--- config.mk ---
export PLATFORM = sky130hd
export DESIGN_NAME = mem_bus_arbiter
export DESIGN_NICKNAME = d
export VERILOG_FILES = /design/src/rtl/mem_bus_arbiter.sv
export SDC_FILE = /design/constraint.sdc
export NUM_CORES = 1
export LEC_CHECK = 0
export BUFFER_PORTS_ARGS = -buffer_cell sky130_fd_sc_hd__buf_4
export CORE_ASPECT_RATIO = 0.75
export CORE_MARGIN = 2
export CORE_UTILIZATION = 40
export DETAILED_ROUTE_END_ITERATION = 8
export GPL_TIMING_DRIVEN = 0
export PLACE_DENSITY = 0.69
export SLEW_MARGIN = 20
export SYNTH_ARGS = -nofsm -noshare
export SYNTH_HDL_FRONTEND = slang
export SYNTH_SLANG_ARGS = --single-unit
--- constraint.sdc ---
create_clock -name clk -period 6.22 [get_ports clk]
set_clock_uncertainty 0.05 [all_clocks]
set_input_delay 1.555 -clock clk [delete_from_list [all_inputs] [get_ports clk]]
set_output_delay 1.555 -clock clk [all_outputs]
set_load 0.02 [all_outputs]
--- src/rtl/mem_bus_arbiter.sv ---
// Purpose: shares one single-port memory bus between instruction fetch (IF) and data (MEM); data wins.
// Latency: bus request registered one cycle after the port request; result in DONE state, min 3 cycles/access.
// Backpressure: per-port stall requests stay high until that port's DONE cycle; no preemption.
//
// Ports:
//   clk, rst             core clock, asynchronous active-low reset
//   if_ce_i/if_addr_i    fetch request; if_data_o/if_stallreq_o fetch response and stall
//   mem_ce_i/we/sel/addr/data_i  data request; mem_data_o/mem_stallreq_o data response and stall
//   bus_req/we/sel/addr/wdata_o  registered memory bus request, held stable while waiting
//   bus_rdata_i/bus_ack_i        memory response (single-cycle ack)
//   bus_err_o                    one-cycle pulse when a transaction times out
module mem_bus_arbiter #(
  parameter int TIMEOUT = 16,
  parameter int CNT_W   = 5
) (
  input  logic        clk,
  input  logic        rst,
  input  logic        if_ce_i,
  input  logic [31:0] if_addr_i,
  output logic [31:0] if_data_o,
  output logic        if_stallreq_o,
  input  logic        mem_ce_i,
  input  logic        mem_we_i,
  input  logic [3:0]  mem_sel_i,
  input  logic [31:0] mem_addr_i,
  input  logic [31:0] mem_data_i,
  output logic [31:0] mem_data_o,
  output logic        mem_stallreq_o,
  output logic        bus_req_o,
  output logic        bus_we_o,
  output logic [3:0]  bus_sel_o,
  output logic [31:0] bus_addr_o,
  output logic [31:0] bus_wdata_o,
  input  logic [31:0] bus_rdata_i,
  input  logic        bus_ack_i,
  output logic        bus_err_o
);

  typedef enum logic [2:0] {IDLE, DWAIT, IWAIT, DDONE, IDONE} state_t;

  // Counter value of the last wait cycle before abort.
  localparam logic [CNT_W-1:0] CNT_LAST = CNT_W'(TIMEOUT - 1);

  state_t           state, state_nxt;
  logic [CNT_W-1:0] cnt, cnt_nxt;
  logic             bus_req_nxt, bus_we_nxt, bus_err_nxt;
  logic [3:0]       bus_sel_nxt;
  logic [31:0]      bus_addr_nxt, bus_wdata_nxt;
  logic [31:0]      if_data_nxt, mem_data_nxt;

  always_ff @(posedge clk or negedge rst) begin
    if (!rst) begin
      state       <= IDLE;
      cnt         <= '0;
      bus_req_o   <= 1'b0;
      bus_we_o    <= 1'b0;
      bus_sel_o   <= '0;
      bus_addr_o  <= '0;
      bus_wdata_o <= '0;
      bus_err_o   <= 1'b0;
      if_data_o   <= '0;
      mem_data_o  <= '0;
    end else begin
      state       <= state_nxt;
      cnt         <= cnt_nxt;
      bus_req_o   <= bus_req_nxt;
      bus_we_o    <= bus_we_nxt;
      bus_sel_o   <= bus_sel_nxt;
      bus_addr_o  <= bus_addr_nxt;
      bus_wdata_o <= bus_wdata_nxt;
      bus_err_o   <= bus_err_nxt;
      if_data_o   <= if_data_nxt;
      mem_data_o  <= mem_data_nxt;
    end
  end

  always_comb begin
    state_nxt     = state;
    cnt_nxt       = cnt;
    bus_req_nxt   = bus_req_o;
    bus_we_nxt    = bus_we_o;
    bus_sel_nxt   = bus_sel_o;
    bus_addr_nxt  = bus_addr_o;
    bus_wdata_nxt = bus_wdata_o;
    bus_err_nxt   = 1'b0;
    if_data_nxt   = if_data_o;
    mem_data_nxt  = mem_data_o;

    case (state)
      IDLE: begin
        cnt_nxt = '0;
        if (mem_ce_i) begin
          state_nxt     = DWAIT;
          bus_req_nxt   = 1'b1;
          bus_we_nxt    = mem_we_i;
          bus_sel_nxt   = mem_sel_i;
          bus_addr_nxt  = mem_addr_i;
          bus_wdata_nxt = mem_we_i ? mem_data_i : 32'h0;
        end else if (if_ce_i) begin
          state_nxt     = IWAIT;
          bus_req_nxt   = 1'b1;
          bus_we_nxt    = 1'b0;
          bus_sel_nxt   = 4'b1111;
          bus_addr_nxt  = if_addr_i;
          bus_wdata_nxt = 32'h0;
        end
      end

      DWAIT, IWAIT: begin
        // An ack in the final wait cycle still wins over the timeout.
        if (bus_ack_i || cnt == CNT_LAST) begin
          cnt_nxt       = '0;
          bus_req_nxt   = 1'b0;
          bus_we_nxt    = 1'b0;
          bus_sel_nxt   = '0;
          bus_addr_nxt  = '0;
          bus_wdata_nxt = '0;
          bus_err_nxt   = !bus_ack_i;
          if (state == DWAIT) begin
            state_nxt = DDONE;
            // Stores return nothing: the load-data register is cleared.
            mem_data_nxt = (bus_ack_i && !bus_we_o) ? bus_rdata_i : 32'h0;
          end else begin
            state_nxt   = IDONE;
            if_data_nxt = bus_ack_i ? bus_rdata_i : 32'h0;
          end
        end else begin
          cnt_nxt = cnt + 1'b1;
        end
      end

      DDONE, IDONE: state_nxt = IDLE;

      default: state_nxt = IDLE;
    endcase
  end

  // A port is released only during its own DONE cycle.
  assign mem_stallreq_o = mem_ce_i & (state != DDONE);
  assign if_stallreq_o  = if_ce_i  & (state != IDONE);

endmodule

==> flow_metrics.env <==
export IMPL_synthXorXnorAreaFrac_pct=0.276
export IMPL_drc_errors=0
export IMPL_cp_arrival_ns=2.68
export IMPL_antenna_found_initial=0
export IMPL_critPathMaxFanout=10
export IMPL_seqPwrFrac_pct=30.3
export IMPL_finalCritPeriodShare_pct=69.0
export IMPL_ios=275
export IMPL_clockRootBuffer="clkbuf_16"
export IMPL_synth_area_mm2=0.00634
export IMPL_rsz0062_at_grt="no"
export IMPL_swShare_pct=37.8
export IMPL_cts_resized=0
export IMPL_dpl_cell_area_mm2=0.00868
export IMPL_firstDrtPassIters=4
export IMPL_worst_slew_pin_slew_ns=0.721
export IMPL_n_antenna_cell=0
export IMPL_antenna_left=0
export IMPL_vdd_drop_max_mv=0.259
export IMPL_synth_distinct_cells=38
export IMPL_numCtsBuffers=17
export IMPL_die_w_um=149
export IMPL_synth_ff_type="dfrtp_1"
export IMPL_criticalPathCategory="input port to primary output"
export IMPL_p_leak_nw=4.95
export IMPL_vias_per_cell=4.96
export IMPL_final_area_mm2=0.00934
export IMPL_synth_compound_area_share_pct=8.62
export IMPL_syn_avg_cell_area_um2=11.9
export IMPL_hold_viol_final=0
export IMPL_grtUsageTotal_pct=21.6
export IMPL_post_drt_wl_per_cell_um=17.1
export IMPL_overflow=0
export IMPL_cp_end_kind="primary output"
export IMPL_hpwlAfterDp_mm=13.6
export IMPL_maxCapViolCount=0
export IMPL_setup_violations_final=0
export IMPL_cts_setup_buffers=0
export IMPL_via_count=5186
export IMPL_synthAdderAreaFrac_pct=0.395
export IMPL_powerDensity_mw_per_mm2=548
export IMPL_slew_headroom_pct=52.0
export IMPL_place_congestion=0.844
export IMPL_async_reset_ff_share_pct=100
export IMPL_grt_max_degree=86
export IMPL_slew_viol_final=0
export IMPL_io_buffers=273
export IMPL_yosys_warnings=0
export IMPL_dpl_worst_slack_ns=1.92
export IMPL_cts_num_sinks=143
export IMPL_cts_tree="done"
export IMPL_std_cell_rows=39
export IMPL_drt_wl_total_mm=17.9
export IMPL_internal_power_mw=3.18
export IMPL_pwr_share_comb_pct=47.9
export IMPL_cts_buffer_depth=2
export IMPL_clock_latency_ns=0.41
export IMPL_cpPeakStageDelay_ns=0.55
export IMPL_synth_top_family_by_area="multiplexers"
export IMPL_synth_seq_cells=143
export IMPL_initial_core_util_pct=41.3
export IMPL_muxShareOfSynthArea_pct=18.0
export IMPL_post_route_cells_drive_above_1_share_pct=47.6
export IMPL_crit_chain="buf_2, clkbuf_1, a21boi_0, buf_4"
export IMPL_p_clk_share_pct=21.8
export IMPL_grt_pass1_vias=5587
export IMPL_syn_to_final_growth_pct=47.2
export IMPL_required_ns=4.62
export IMPL_grt_pass1_wl_mm=28.6
export IMPL_setup_ws_ns=1.93
export IMPL_status="completed"
export IMPL_die_area_mm2=0.0169
export IMPL_dr_first_iter_drc_count=327
export IMPL_fmaxAchievable_ghz=0.233
export IMPL_design_core_area_mm2=0.0154
export IMPL_cpMaxStageDelayCell="clkbuf_1"
export IMPL_seq_area_frac_synth_pct=56.4
export IMPL_cts_hold_buffers=0
export IMPL_power_total_mw=5.12
export IMPL_fin_crit_ns=4.29
export IMPL_fp_dieH_um=113
export IMPL_syn_num_nets=674
export IMPL_setup_tns_ns=0
export IMPL_post_route_util_pct=60.7
export IMPL_htree_num_levels=4
export IMPL_num_nets_final=967
export IMPL_synth_simple_area_share_pct=11.4
export IMPL_cp_start_kind="input port"
export IMPL_clk_pin_slew_worst_paths_ns=0.06
export IMPL_synth_edf_count=0
export IMPL_p_switching_mw=1.93
export IMPL_hold_class="flip-flop to flip-flop"
export IMPL_netlist_instances=534
[path summary, 6_finish.rpt]
check | start | endpoint | slack [ns] | cells past startpoint
max in group asynchronous | rst | if_data_o[29] | 4.30 | 2
min in group asynchronous | rst | bus_wdata_o[8] | 1.10 | 1
hold / removal | mem_data_o[7] | mem_data_o[7] | 0.43 | 2
hold reg to reg | mem_data_o[7] | mem_data_o[7] | 0.43 | 2
setup reg to reg | cnt[0] | mem_data_o[27] | 3.69 | 7
setup / recovery | mem_ce_i | mem_stallreq_o | 1.93 | 4
[final cells by class]
cell class              count  area [um2]
plain buffers              42         278
clock buffers              19         443
clock inverters            13         209
fillers                  1285        6040
inverters                   8        30.0
multi-input cells         341        2460
flip-flops and latches    143        3580
well taps                 205         256
repair buffers            274        2080
[cells in the final DEF (no fill, tap or decap), types with 2 or more instances in the layout]
| master | netlist | routed |
|---|---|---|
| buf_4 | 2 | 274 |
| dfrtp_1 | 143 | 143 |
| nand2_1 | 70 | 70 |
| mux2_2 | 55 | 55 |
| o21ai_0 | 37 | 37 |
| nor2_1 | 34 | 34 |
| and3_1 | 33 | 33 |
| a22o_1 | 33 | 33 |
| mux2i_1 | 33 | 33 |
| clkbuf_16 | 0 | 17 |
| clkbuf_1 | 15 | 16 |
| buf_6 | 13 | 13 |
| buf_2 | 11 | 11 |
| mux2_4 | 9 | 9 |
| inv_1 | 8 | 8 |
| mux2_1 | 5 | 5 |
| bufinv_16 | 0 | 5 |
| a21oi_1 | 4 | 4 |
| nand3_1 | 3 | 3 |
| clkinvlp_4 | 0 | 3 |
| xor2_1 | 2 | 2 |
| nor3b_1 | 2 | 2 |
| nor2b_1 | 2 | 2 |
| and2_1 | 2 | 2 |
| ha_1 | 2 | 2 |
| clkinv_2 | 0 | 2 |
| inv_6 | 0 | 2 |
[Yosys cell counts (2+ instances only)]
library cell,number,area (um2)
ha_1,2,25.0
buf_6,13,146
mux2_2,55,619
nor2b_1,2,12.5
mux2i_1,33,330
mux2_1,5,56.3
inv_1,8,30.0
buf_2,11,55.1
a22o_1,33,289
nor2_1,34,128
and3_1,33,206
dfrtp_1,143,3580
clkbuf_1,15,56.3
nand3_1,3,15.0
buf_4,2,15.0
nor3b_1,2,15.0
o21ai_0,37,185
xor2_1,2,17.5
a21oi_1,4,20.0
nand2_1,70,263
mux2_4,9,135
and2_1,2,12.5
[worst max-delay path, delay by kind of cell]
kind	cells	cell delay [ns]
buffers and inverters	3	0.86
AOI/OAI and AO/OA	1	0.26
[logic make-up after synthesis]
| logic type | count (synthesis) |
|---|---|
| buffers and inverters | 50 |
| muxes | 102 |
| AOI/OAI and AO/OA | 81 |
| adders and majority gates | 2 |
| DFF | 143 |
| and+or+nand+nor | 154 |
| xor gates and xnor gates | 2 |
[power by group through the flow]
stage / logic, mW / registers, mW / clock network (mW)
5_1_grt: 2.63 / 1.59 / 1.18
4_1_cts: 2.48 / 1.55 / 1.14
6_report: 2.45 / 1.55 / 1.12
3_3_place_gp: 2.42 / 1.53 / 0
2_1_floorplan: 1.04 / 1.98 / 0
3_5_place_dp: 2.47 / 1.55 / 0
[registers in the layout, indices dropped and copies added, names as in the netlist]
register,cells
bus_we_o,1
bus_addr_o,32
mem_data_o,32
bus_wdata_o,32
state,3
bus_req_o,1
bus_sel_o,4
if_data_o,32
cnt,5
bus_err_o,1
[per-layer routing]
layer	track usage [%]	routed length (um)	up-vias
met5	0	0	-
met1	27.8	7760	2514
met4	9.21	548	0
li1	-	-	2445
met2	34.6	8450	184
met3	5.60	1140	43
[stage by stage]
stage	std cells	hold slack (ns)
4_1_cts	1045	0.434
3_3_place_gp	1012	0.416
3_5_place_dp	1013	0.421
5_1_grt	1045	0.463
6_report	1045	0.430
2_1_floorplan	534	0.400
No activity file was read; power rests on OpenSTA's default activity.
